==> src/rtl/color_frame_parser.sv <==
`default_nettype none
// ============================================================================
//  Module   : color_frame_parser
//  Purpose  : Parses 5-byte colour frames (SYNC, R, G, B, CHK) from a UART
//             byte stream and latches the RGB duty values on a good checksum.
//             CHK = R ^ G ^ B.  An idle gap inside a frame aborts it.
//  Ports    : clk        - system clock, rising edge
//             reset      - asynchronous active-high reset
//             rx_data    - received byte
//             rx_valid   - one-cycle strobe qualifying rx_data
//             red/green/blue - latched colour duty values
//             frame_ok   - one-cycle pulse when a frame is committed
//             frame_err  - one-cycle pulse on checksum failure or timeout
//             busy       - high while a frame is in progress
//             err_cnt    - saturating count of frame_err pulses
//  Revision : 1.0  initial release
// ============================================================================
module color_frame_parser #(
  parameter logic [7:0] SYNC_BYTE   = 8'hAA,
  parameter int         TIMEOUT_CYC = 166660
) (
  input  logic       clk,
  input  logic       reset,
  input  logic [7:0] rx_data,
  input  logic       rx_valid,
  output logic [7:0] red,
  output logic [7:0] green,
  output logic [7:0] blue,
  output logic       frame_ok,
  output logic       frame_err,
  output logic       busy,
  output logic [7:0] err_cnt
);

  localparam int CW = (TIMEOUT_CYC > 2) ? $clog2(TIMEOUT_CYC) : 1;

  // The timeout fires on the edge at which the idle counter would reach
  // TIMEOUT_CYC-1, so the error pulse appears TIMEOUT_CYC-1 clocks after the
  // last accepted byte.
  localparam logic [CW-1:0] c_TLAST = CW'(TIMEOUT_CYC - 2);

  typedef enum logic [2:0] {
    S_IDLE    = 3'd0,
    S_GET_R   = 3'd1,
    S_GET_G   = 3'd2,
    S_GET_B   = 3'd3,
    S_GET_CHK = 3'd4
  } state_t;

  state_t          r_state;
  state_t          w_state_nxt;
  logic [CW-1:0]   r_tcnt;
  logic [CW-1:0]   w_tcnt_nxt;
  logic [7:0]      r_shr, r_shg, r_shb;
  logic [7:0]      r_red, r_green, r_blue;
  logic            r_ok, r_err;
  logic [7:0]      r_err_cnt;
  logic            w_ld_r, w_ld_g, w_ld_b;
  logic            w_commit;
  logic            w_ok_nxt, w_err_nxt;
  logic            w_timeout;
  logic [7:0]      w_chk;

  assign w_chk     = r_shr ^ r_shg ^ r_shb;
  assign w_timeout = (r_state != S_IDLE) && !rx_valid && (r_tcnt == c_TLAST);

  always_comb begin
    w_state_nxt = r_state;
    w_ld_r      = 1'b0;
    w_ld_g      = 1'b0;
    w_ld_b      = 1'b0;
    w_commit    = 1'b0;
    w_ok_nxt    = 1'b0;
    w_err_nxt   = 1'b0;
    case (r_state)
      S_IDLE: begin
        if (rx_valid && (rx_data == SYNC_BYTE)) w_state_nxt = S_GET_R;
      end
      S_GET_R: begin
        if (rx_valid) begin
          w_ld_r      = 1'b1;
          w_state_nxt = S_GET_G;
        end
      end
      S_GET_G: begin
        if (rx_valid) begin
          w_ld_g      = 1'b1;
          w_state_nxt = S_GET_B;
        end
      end
      S_GET_B: begin
        if (rx_valid) begin
          w_ld_b      = 1'b1;
          w_state_nxt = S_GET_CHK;
        end
      end
      S_GET_CHK: begin
        if (rx_valid) begin
          if (rx_data == w_chk) begin
            w_commit = 1'b1;
            w_ok_nxt = 1'b1;
          end else begin
            w_err_nxt = 1'b1;
          end
          w_state_nxt = S_IDLE;
        end
      end
      default: w_state_nxt = S_IDLE;
    endcase
    // w_timeout already excludes rx_valid cycles, so a byte landing on the
    // timeout cycle is processed above and never aborted here.
    if (w_timeout) begin
      w_state_nxt = S_IDLE;
      w_err_nxt   = 1'b1;
    end
  end

  always_comb begin
    w_tcnt_nxt = r_tcnt + CW'(1);
    if (rx_valid || (r_state == S_IDLE) || w_timeout) w_tcnt_nxt = '0;
  end

  always_ff @(posedge clk or posedge reset) begin
    if (reset) begin
      r_state   <= S_IDLE;
      r_tcnt    <= '0;
      r_shr     <= 8'h00;
      r_shg     <= 8'h00;
      r_shb     <= 8'h00;
      r_red     <= 8'h00;
      r_green   <= 8'h00;
      r_blue    <= 8'h00;
      r_ok      <= 1'b0;
      r_err     <= 1'b0;
      r_err_cnt <= 8'h00;
    end else begin
      r_state <= w_state_nxt;
      r_tcnt  <= w_tcnt_nxt;
      r_ok    <= w_ok_nxt;
      r_err   <= w_err_nxt;
      if (w_ld_r) r_shr <= rx_data;
      if (w_ld_g) r_shg <= rx_data;
      if (w_ld_b) r_shb <= rx_data;
      if (w_commit) begin
        r_red   <= r_shr;
        r_green <= r_shg;
        r_blue  <= r_shb;
      end
      if (w_err_nxt && (r_err_cnt != 8'hFF)) r_err_cnt <= r_err_cnt + 8'd1;
    end
  end

  assign red       = r_red;
  assign green     = r_green;
  assign blue      = r_blue;
  assign frame_ok  = r_ok;
  assign frame_err = r_err;
  assign busy      = (r_state != S_IDLE);
  assign err_cnt   = r_err_cnt;

endmodule
`default_nettype wire

==> config.mk <==
export PLATFORM = sky130hd
export DESIGN_NAME = color_frame_parser
export DESIGN_NICKNAME = d
export VERILOG_FILES = /design/src/rtl/color_frame_parser.sv
export SDC_FILE = /design/constraint.sdc
export NUM_CORES = 1
export LEC_CHECK = 0
export ABC_AREA = 1
export CORE_UTILIZATION = 40
export DETAILED_ROUTE_END_ITERATION = 10
export DONT_BUFFER_PORTS = 1
export GPL_ROUTABILITY_DRIVEN = 1
export GPL_TIMING_DRIVEN = 0
export PLACE_DENSITY = 0.57
export SLEW_MARGIN = 15
export SYNTH_ARGS = -nofsm -noshare
export SYNTH_HDL_FRONTEND = slang
export SYNTH_SLANG_ARGS = --single-unit
==> constraint.sdc <==
create_clock -name clk -period 3 [get_ports clk]
set_clock_uncertainty 0.05 [all_clocks]
set_input_delay 0.75 -clock clk [delete_from_list [all_inputs] [get_ports clk]]
set_output_delay 0.75 -clock clk [all_outputs]
set_load 0.1 [all_outputs]
# Word-level counts from Yosys, hierarchy flattened
# Index checks and enable logic that the tools add are counted.
dict set report word_totals {
  regBits 79
  in_bits 11
  out_inout_bits 35
  word_cells 57
}
dict set report classes {
  n_addsub 2
  eq_ne 13
  n_mux 19
  bitwise_logic 2
  reduce_logical 10
}
# operator n
set op_table {}
lappend op_table {{18-bit by 1-bit adder with 18-bit output, second input constant} 1}
lappend op_table {{18-bit == test, second input constant} 1}
lappend op_table {{18-bit two-way mux} 1}
lappend op_table {{3-bit two-way mux} 6}
lappend op_table {{8-bit bitwise XOR} 2}
lappend op_table {{3-bit inequality test, second input constant} 5}
lappend op_table {{3-bit one-hot mux with 5 select lines} 1}
lappend op_table {{1-bit two-way mux} 11}
lappend op_table {{8-bit by 1-bit adder with 8-bit output, second input constant} 1}
lappend op_table {{8-bit == test} 1}
lappend op_table {{8-bit == test, second input constant} 1}
lappend op_table {{8-bit inequality test, second input constant} 1}
lappend op_table {{3-bit by 2-bit == test with 1-bit output, second input constant} 2}
lappend op_table {{5-bit AND reduction} 1}
lappend op_table {{1-bit logical AND} 4}
lappend op_table {{3-bit by 1-bit == test with 1-bit output, second input constant} 1}
lappend op_table {{3-bit == test, second input constant} 1}
lappend op_table {{3-bit logical NOT} 1}
lappend op_table {{3-bit nonzero test} 1}
lappend op_table {{1-bit logical OR} 2}
lappend op_table {{1-bit logical NOT} 1}

# Logic depth before layout (Yosys ltp)
# Gate-level depths: netlist of run 1.
dict set report depth {
  ltp_word 8
  mapped_depth 16
  ltp_nobuf 14
}

# Worst setup path after synthesis of run 1
# No wires, ideal clock.
dict set report synth_path {
  path_type {flip-flop to flip-flop}
  start {register r_err_cnt[0] (netlist: err_cnt[0])}
  end {register r_err_cnt[2] (netlist: err_cnt[2])}
  setup_time_ns 0.067
  t_arrival_ns 2.066
  required_time_ns 2.883
  path_slack_ns 0.817
  path_stages_with_launch 8
  n_path_buf 0
  synth_period_minus_slack_ns 2.183
  cell_sequence {dfrtp_1 -> ha_1 -> nand4_1 -> nor2_1 -> nand2_1 -> nand2_2 -> nand2_1 -> nand2_1}
}
dict set report synth_via {
  elab_chain_len 2
  elab_cells_between_ends 3
  classes_between {add/sub: 1; eq/ne: 1; reduce/logical: 1}
}
# item line_no
set synth_lines {}
lappend synth_lines {{start: declaration} 57} ;# logic [7:0] r_err_cnt;
lappend synth_lines {{start signal: assignment} 149} ;# if (w_err_nxt && (r_err_cnt != 8'hFF)) r_err_cnt <= r_err_cnt + 8'd1;
lappend synth_lines {{branches (longest 2 deep; another with 8-bit by 1-bit adder with 8-bit output)} -}
# Several ways; the timed one is not identified.
# A chain may end at the register's enable or synchronous reset.

# Final worst setup path of run 1
dict set report layout_path {
  start {register r_state[2]}
  end {output busy}
}
dict set report layout_via {
  elab_chain_len 1
}
# item line_no
set layout_lines {}
lappend layout_lines {{start: declaration} 50} ;# state_t r_state;
lappend layout_lines {{start signal: assignment} 137} ;# r_state <= w_state_nxt;
lappend layout_lines {{3-bit nonzero test} 158} ;# assign busy = (r_state != S_IDLE);
lappend layout_lines {{end: declaration} 31} ;# output logic busy,
# Every way passes these cells.

==> results of run 1 <==
-- stage by stage --
step	cell area [sq um]	worst slack [ps]	utilization, %
after floorplan	3930	177	-
after detailed placement	4130	609	44.0
after CTS	4360	427	46.5
after global routing	4360	321	46.5
after global placement	4100	-742	43.7
final	4360	449	46.5
-- metal layers --
layer  wire length (microns)  part of all wire (%)  global-route usage (%)  vias to the layer above
li1                        -                     -                       -                     1567
met1                    3740                    46                    21.8                     1398
met2                    3920                    48                    29.3                       50
met3                     348                   4.3                    6.07                        5
met4                      76                  0.94                    5.02                        0
met5                       0                     0                       0                        -
-- where the power goes --
part	switching (W)	internal (W)
Sequential	0.000377	0.00126
Combinational	0.000603	0.000336
Clock	0.000389	0.000512
Total	0.00137	0.00211
-- final cells by class --
type,count,area (sq um),area share (%)
inverter,56,218,5.00
tap,129,161,3.70
clock inverter,5,80.1,1.84
multi-input combinational,348,1660,38.1
buffer,10,80.1,1.84
timing repair buffer,1,27.5,0.632
sequential,79,1980,45.4
clock buffer,11,151,3.48
-- state kept, by name (all words and copies together), names as in the netlist --
signal and flops:
r_tcnt 18, green 8, err_cnt 8, r_state 3, frame_ok 1, frame_err 1, r_shg 8, blue 8
r_shb 8, red 8, r_shr 8
-- final timing paths --
path | startpoint | end | depth (start not counted)
max | r_state[2] | busy | 4
min | reset | blue[0] | 1
max reg2reg | err_cnt[0] | err_cnt[2] | 7
min reg2reg | r_tcnt[0] | r_tcnt[0] | 1
max in group asynchronous | reset | r_tcnt[15] | 2
min in group clk | r_tcnt[0] | r_tcnt[0] | 1
-- placed cells by master, fill, tap and decap left out, types with 3 or more instances in the layout --
cell type	instances
nor3_1	9
clkbuf_1	3
nand3_1	30
xnor2_1	10
nand2_1	173
inv_1	53
ha_1	3
dfrtp_1	79
a21oi_1	7
buf_6	3
nor2_1	37
nand4_1	8
o21ai_0	29
nand2_2	5
o21ai_2	4
xor2_1	13
o21ai_1	6
clkbuf_8	11
-- Yosys cell counts --
library cell / number / area (sq um)
nand3_2: 1 / 10.0
ha_1: 3 / 37.5
inv_6: 1 / 8.76
nand2_1: 173 / 649
nand3_1: 30 / 150
o21ai_0: 29 / 145
clkbuf_1: 3 / 11.3
clkbuf_2: 1 / 5.00
dfrtp_1: 79 / 1980
a21boi_1: 1 / 7.51
nor2_1: 37 / 139
xor2_1: 13 / 114
o21ai_1: 6 / 30.0
a211oi_1: 1 / 7.51
nor4_1: 1 / 6.26
inv_2: 1 / 3.75
nor3_1: 9 / 45.0
buf_2: 2 / 10.0
buf_6: 3 / 33.8
nor3_4: 1 / 16.3
nand3b_1: 1 / 7.51
or2_2: 1 / 6.26
xnor2_1: 10 / 87.6
nand2_2: 5 / 31.3
inv_1: 54 / 203
nor3b_1: 1 / 7.51
nor2_4: 1 / 11.3
nand4_1: 8 / 50.1
a21oi_1: 7 / 35.0
o21ai_2: 4 / 35.0
buf_12: 1 / 20.0
or2_1: 2 / 12.5
o31ai_1: 1 / 7.51
nor2_2: 2 / 12.5
-- worst max-delay path: cells and delay by family (launching register included) --
family / cells / cell delay [ps]
flip-flops: 1 / 420
buffers and inverters: 2 / 540
AND/OR/NAND/NOR: 2 / 440
-- logic make-up after synthesis --
kind of cell / Yosys count / share of synthesized area, %
compound gates: 49 / 6.81
xor+xnor: 23 / 5.12
fa+ha+maj: 3 / 0.954
buf+inv: 66 / 7.51
flops: 79 / 50.3
simple gates: 273 / 29.4
==> metrics.yaml, run 1 <==
grt:
  first_global_vias: 2888
  grt_pass1_wl_microns: 13700
  grt_antenna_before_repair: 0
  grt-ovfl-total: 0
  grt_max_degree: 59
  grt_usage_pct: 17.6
worst_setup_path:
  worstPathRequired_ps: 2200
  cp_cell_sequence: "nor2_1 -> inv_1 -> nor2_1 -> inv_1"
  slowest_delay_ps: 460
  reg2reg_slack_ps: 610
  end_kind: "primary output"
  cpMaxStageDelayCell: "inv_1"
  cp_data_arrival_time_ps: 1750
  crit_fanout: 5
  worstSetupStartpointType: "flop"
  critPathKind: "reg -> out"
timing:
  final_hold_viol_count: 0
  slew_violations: 0
  whs_ps: 165
  rsz0062_at_grt: "false"
  setup_viol: 0
  fin_tns_setup_ps: 0
  min_period_ps: 2550
  fmax_ghz: 0.392
  tightestPinTransition_ps: 1060
  final.period_utilization_pct: 85.0
  slew_headroom_pct: 29.2
layout:
  area_delta_synth_final_pct: 10.8
  fin_cells: 639
  nNetsFinal: 519
  fillers: 984
  drive_gt1_share_pct: 8.24
  n_antenna_cell: 0
run_status:
  outcome: "complete, no violations"
power_and_ir_drop:
  power-per-cell-area_nw_per_um2: 798
  total_power_w: 0.00348
  p_leak_nw: 2.21
  ir_worst_vdd_mv: 0.408
drt:
  drc: 0
  routedWlPerCell_microns: 12.6
  vias: 3020
  dr.pass1.iters: 4
  viasPerCell: 4.73
  first_iter_violations: 81
  ant_nets: 0
  wl_microns: 8080
floorplan:
  core_area_sq_um: 9370
  rows: 35
  dieArea_sq_um: 10200
  floorplan.initialDensity_pct: 42.0
  die_h_microns: 101
  io_pins: 46
  chipWidth_microns: 101
flow_run:
  max_cap_violations: 0
placed_design:
  numPortBuffers: 0
  dp_cells: 623
  finalWeightedCongestion: 0.840
  dp_hpwl_microns: 5880
clocking:
  cts_tree: "yes"
  cts_resized: 0
  cts_setup_buffers: 0
  insertion_delay_ps: 350
  cts.sinks: 79
  h-tree-depth: 3
  cts_buffers: 9
  cts_hold_buf: 0
  clk_pin_slew_ps: 90
  clockRootBuffer: "clkbuf_8"
  clockBufferDepth: 2
hold_path:
  hp-class: "in -> async"
synth:
  ys_warn_count: 0
  synth_cell_types: 34
  synthesis.area_sq_um: 3930
  synth_nets: 507
  syn_inst: 493
  ys_ff_latch: 79
  avgSynthCellArea_sq_um: 7.98
  seq_area_frac_synth_pct: 50.3
Power figures use the tool's default switching activity.
==> inputs of run 2 (changes only) <==
--- a/config.mk
+++ b/config.mk
@@ -6,12 +6,14 @@
 export NUM_CORES = 1
 export LEC_CHECK = 0
 export ABC_AREA = 1
-export CORE_UTILIZATION = 40
+export CORE_UTILIZATION = 42
+export CTS_BUF_LIST = sky130_fd_sc_hd__clkbuf_16
 export DETAILED_ROUTE_END_ITERATION = 10
 export DONT_BUFFER_PORTS = 1
 export GPL_ROUTABILITY_DRIVEN = 1
 export GPL_TIMING_DRIVEN = 0
-export PLACE_DENSITY = 0.57
+export PLACE_DENSITY = 0.59
+export SETUP_SLACK_MARGIN = 0.2
 export SLEW_MARGIN = 15
 export SYNTH_ARGS = -nofsm -noshare
 export SYNTH_HDL_FRONTEND = slang
==> metrics.yaml, run 2 (synthesized netlist as in run 1, its figures left out) <==
run_status:
  outcome: "complete, no violations"
power_and_ir_drop:
  p_leak_nw: 2.26  # +1.9%
  internal_power_w: 0.00225  # +6.5%
  power-per-cell-area_nw_per_um2: 835  # +4.6%
  p_clk_share_pct: 29.6  # +3.7 points
  comb_power_share_pct: 25.7  # -1.3 points
  switching_share_pct: 39.0  # -0.36 points
  switching_power_w: 0.00144  # +4.9%
  total_power_w: 0.00368  # +5.9%
  seqPwrFrac_pct: 44.6  # -2.5 points
  ir_worst_vdd_mv: 0.416  # +2.1%
timing:
  fin_tns_setup_ps: 0  # unchanged
  slew_headroom_pct: 30.2  # +0.99 points
  tightestPinTransition_ps: 1050  # -14.9 ps
  min_period_ps: 2530  # -24.8 ps
  rsz0062_at_grt: "false"
  setup_viol: 0  # unchanged
  final.period_utilization_pct: 84.2  # -0.83 points
  slew_violations: 0  # unchanged
  final_hold_viol_count: 0  # unchanged
  fmax_ghz: 0.396  # +0.98%
worst_setup_path:
  crit_fanout: 5  # unchanged
  slowest_delay_ps: 460  # about the same
  critPathKind: "reg -> out"
  cp_cell_sequence: "nor2_1 -> inv_1 -> nor2_1 -> inv_1"
  reg2reg_slack_ps: 590  # -20 ps
  r2r-start: "err_cnt[0]"
  cp_data_arrival_time_ps: 1730  # -20 ps
  r2r_cells: 7  # unchanged
  end_kind: "primary output"
  r2r-end: "err_cnt[4]"
  cpMaxStageDelayCell: "inv_1"
  crit_family: "buffers and inverters"
  cp.depth: 4  # unchanged
  worstSetupStartpointType: "flop"
  critPathBufInv: 2  # unchanged
  worstPathRequired_ps: 2200  # about the same
drt:
  drc: 0  # unchanged
  ant_nets: 0  # unchanged
  wl_microns: 8150  # +0.88%
  routedWlPerCell_microns: 13.2  # +4.1%
  dr.pass1.iters: 4  # unchanged
  first_iter_violations: 164  # +100%
  viasPerCell: 4.95  # +4.8%
  vias: 3065  # +1.5%
flow_run:
  max_cap_violations: 0  # unchanged
clocking:
  clockBufferDepth: 2  # unchanged
  clockRootBuffer: "clkbuf_16"
  clk_pin_slew_ps: 70  # -20 ps
  cts_buffers: 9  # unchanged
  cts_resized: 0  # unchanged
  cts_tree: "yes"
  cts_setup_buffers: 0  # unchanged
  cts.sinks: 79  # unchanged
  insertion_delay_ps: 340  # about the same
  h-tree-depth: 3  # unchanged
  cts_hold_buf: 0  # unchanged
placed_design:
  dp_hpwl_microns: 5960  # +1.3%
  finalWeightedCongestion: 0.846  # +0.68%
  numPortBuffers: 0  # unchanged
grt:
  grt_pass1_wl_microns: 14400  # +5.3%
  grt-ovfl-total: 0  # unchanged
  first_global_vias: 3114  # +7.8%
  grt_max_degree: 34  # -42%
  grt_usage_pct: 18.6  # +0.99 points
  grt_antenna_before_repair: 0  # unchanged
layout:
  largest_reg_flops: 18  # unchanged
  mostFrequentLayoutCells: "nand2_1 (173), dfrtp_1 (79), inv_1 (54)"
  layout_commonest_cell: "nand2_1"
  n_antenna_cell: 0  # unchanged
  regMostFlops: "r_tcnt"
  drive_gt1_share_pct: 8.22  # -0.016 points
  area_delta_synth_final_pct: 12.2
  nNetsFinal: 520  # +0.19%
  fillers: 892  # -9.3%
floorplan:
  die_h_microns: 98.8  # -2.4%
  core_area_sq_um: 8890  # -5.1%
  dieArea_sq_um: 9760  # -4.7%
  floorplan.initialDensity_pct: 44.2  # +2.3 points
  chipWidth_microns: 98.8  # -2.4%
  rows: 34  # -2.9%
  io_pins: 46  # unchanged
hold_path:
  hp-class: "in -> async"
[run 2: cell types whose count changed in the layout (fill, tap and decap cells not counted), sizes merged]
cell,delta
clkinv,+3
clkbuf,-2
buf,+1
bufinv,-1
clkinvlp,-1
inv,+1
[run 2: final cells by class]
type	instances	area, sq um	share of cell area (%)
buffer	10	80.1	1.82
clock buffer	9	225	5.10
clock inverter	7	73.8	1.67
inverter	56	219	4.96
multi-input combinational	348	1660	37.7
sequential	79	1980	44.8
tap	108	135	3.06
timing repair buffer	2	40.0	0.908
[run 2: worst max path at each step]
stage	slack (ps)	from	to
final	470	r_state[2]	busy
after global routing	320	r_state[2]	busy
after CTS	470	r_state[2]	busy
after detailed placement	590	err_cnt[0]	err_cnt[4]
after global placement	630	err_cnt[0]	err_cnt[4]
after floorplan	820	err_cnt[0]	err_cnt[2]
[run 2: worst register-to-register path: cells and delay by family, from the launching register on]
kind / cells / cell delay, ps
adders and majority gates: 1 / 350
and+or+nand+nor: 6 / 950
DFF: 1 / 990
[run 2: layer usage]
layer / wire, microns / global-route usage (%)
met5: 0 / 0
met4: 137 / 7.23
met3: 312 / 3.19
met2: 3990 / 32.8
met1: 3710 / 22.8
[run 2: power by group through the flow]
stage                     Clock (W)  Combinational, W  Sequential (W)
after global placement            0          0.000931         0.00166
after CTS                   0.00112          0.000969         0.00165
final                       0.00109          0.000947         0.00164
after detailed placement          0          0.000963         0.00166
after global routing        0.00117           0.00112         0.00168
after floorplan                   0          0.000775         0.00161
[run 2: stage by stage]
stage               cell area [sq um]  setup slack [ps]  hold WS (ps)  utilization (%)  cells
global placement                 4070               627           432             45.8    601
CTS                              4410               470           287             49.6    619
detailed placement               4110               586           432             46.3    603
finish                           4410               474           274             49.6    619
global route                     4410               317           299             49.6    619
floorplan                        3940               817           405                -    493
==> inputs of run 3 (changes only) <==
--- a/config.mk
+++ b/config.mk
@@ -12,7 +12,7 @@
 export DONT_BUFFER_PORTS = 1
 export GPL_ROUTABILITY_DRIVEN = 1
 export GPL_TIMING_DRIVEN = 0
-export PLACE_DENSITY = 0.59
+export PLACE_DENSITY = 0.62
 export SETUP_SLACK_MARGIN = 0.2
 export SLEW_MARGIN = 15
 export SYNTH_ARGS = -nofsm -noshare
==> constraint.sdc (replaced) <==
create_clock -name clk -period 2.2 [get_ports clk]
set_clock_uncertainty 0.05 [all_clocks]
set_input_delay 0.55 -clock clk [delete_from_list [all_inputs] [get_ports clk]]
set_output_delay 0.55 -clock clk [all_outputs]
set_load 0.1 [all_outputs]
==> metrics.yaml, run 3 (synthesized netlist as in run 1, its figures left out) <==
worst_setup_path:
  crit_fanout: 3  # -2
  critPathKind: "reg -> out"
  worstSetupStartpointType: "flop"
  cp_data_arrival_time_ps: 1560  # -170 ps
  worstPathRequired_ps: 1600  # -600 ps
  end_kind: "primary output"
placed_design:
  numPortBuffers: 0  # unchanged
  finalWeightedCongestion: 0.872  # +3.2%
  dp_hpwl_microns: 5780  # -3.0%
  dp_cells: 603  # unchanged
grt:
  grt_max_degree: 34  # unchanged
  grt_antenna_before_repair: 0  # unchanged
  grt_usage_pct: 18.9  # +0.29 points
  grt_pass1_wl_microns: 14400  # +0.19%
  first_global_vias: 3147  # +1.1%
  grt-ovfl-total: 0  # unchanged
floorplan:
  chipWidth_microns: 98.8  # unchanged
  rows: 34  # unchanged
  core_area_sq_um: 8890  # unchanged
  floorplan.initialDensity_pct: 44.2  # unchanged
  io_pins: 46  # unchanged
  die_h_microns: 98.8  # unchanged
  dieArea_sq_um: 9760  # unchanged
timing:
  min_period_ps: 2160
  rsz0062_at_grt: "true"
  final_hold_viol_count: 0  # unchanged
  slew_violations: 0  # unchanged
  fmax_ghz: 0.464
  setup_viol: 0  # unchanged
  final.period_utilization_pct: 98.1
  whs_ps: 86.9  # -187 ps
  tightestPinTransition_ps: 909  # -138 ps
  slew_headroom_pct: 39.4  # +9.2 points
clocking:
  cts.sinks: 79  # unchanged
  cts_tree: "yes"
  clockRootBuffer: "clkbuf_16"
  h-tree-depth: 3  # unchanged
  clockBufferDepth: 2  # unchanged
  insertion_delay_ps: 340  # about the same
  clk_pin_slew_ps: 60  # about the same
  cts_hold_buf: 0  # unchanged
  cts_buffers: 9  # unchanged
drt:
  ant_nets: 0  # unchanged
  routedWlPerCell_microns: 13.3  # +1.0%
  drc: 0  # unchanged
  dr.pass1.iters: 4  # unchanged
  wl_microns: 8300  # +1.8%
  viasPerCell: 4.98  # +0.49%
  first_iter_violations: 109  # -34%
  vias: 3105  # +1.3%
power_and_ir_drop:
  power-per-cell-area_nw_per_um2: 1150  # +38%
  ir_worst_vdd_mv: 0.607  # +46%
  p_leak_nw: 2.28  # +0.91%
layout:
  drive_gt1_share_pct: 12.4  # +4.2 points
  regMostFlops: "r_tcnt"
  multiInputGateArea_sq_um: 1700  # +2.5%
  layout_commonest_cell: "nand2_1"
  fin_cells: 624  # +0.81%
  ff_latch_area_sq_um: 2000  # +1.0%
  largest_reg_flops: 18  # unchanged
  nNetsFinal: 526  # +1.2%
  area_delta_synth_final_pct: 15.2
  mostFrequentLayoutCells: "nand2_1 (172), dfrtp_1 (71), inv_1 (51)"
  n_antenna_cell: 0  # unchanged
  fillers: 840  # -5.8%
flow_run:
  max_cap_violations: 0  # unchanged
hold_path:
  hp-class: "in -> async"
run_status:
  outcome: "complete, no violations"
run 3: changes by cell type in the layout (fill, tap and decap cells not counted), sizes merged:
| cell | change |
|---|---|
| clkinvlp | +1 |
| buf | +6 |
| bufinv | +1 |
| inv | -2 |
| clkinv | -1 |
run 3: through the flow:
stage / area [sq um] / power [W] / setup slack (ps) / utilization [%] / setup TNS, ps
2_1_floorplan: 3940 / 0.00326 / 215 / - / 0
3_5_place_dp: 4130 / 0.00357 / 3.73 / 46.4 / 0
4_1_cts: 4480 / 0.00522 / 55.8 / 50.4 / 0
6_report: 4530 / 0.00520 / 42.7 / 51.0 / 0
5_1_grt: 4530 / 0.00557 / -12.9 / 51.0 / -12.9
3_3_place_gp: 4080 / 0.00352 / 22.4 / 45.9 / 0
run 3: path summary, 6_finish.rpt:
kind / depth (start not counted) / endpoint / slack, ps / from
max: 4 / busy / 40 / r_state[2]
min: 1 / green[4] / 90 / reset
max reg2reg: 9 / r_state[2] / 360 / r_tcnt[0]
min reg2reg: 2 / r_shr[0] / 460 / r_shr[0]
max in group asynchronous: 3 / red[5] / 1280 / reset
min in group clk: 2 / r_shb[6] / 350 / rx_data[6]
run 3: power by group:
part / total, W / internal (W) / switching (W)
clock: 0.00154 / 0.000974 / 0.000562
sequential: 0.00226 / 0.00174 / 0.000525
combinational: 0.00141 / 0.000530 / 0.000877
total: 0.00520 / 0.00324 / 0.00196
run 3: layout make-up:
cell class,instances,area share (%)
Buffer,10,1.77
Clock inverter,6,1.71
Inverter,56,4.91
Multi-Input combinational cell,348,37.6
Tap cell,108,2.98
Sequential cell,79,44.1
Timing Repair Buffer,8,2.04
Clock buffer,9,4.97
run 3: metal layers:
metal / track usage, % / part of all wire (%) / vias to the layer above
li1: - / - / 1582
met1: 22.2 / 44 / 1449
met2: 32.0 / 49 / 56
met3: 6.24 / 4.9 / 18
met4: 7.46 / 2.1 / 0
met5: 0 / 0 / -
run 3: timing repair:
item                                    in CTS  in global routing
gates resized for setup                     10                 12
pin swaps                                    2                  6
buffers inserted                             4                  2
endpoints found under the setup margin       9                 19
run 3: critical path: stages, from the launching register on:
cell and delay [ps]:
dfrtp_1 400, nor2_2 170, inv_2 70, nor2_4 140, clkinvlp_4 430
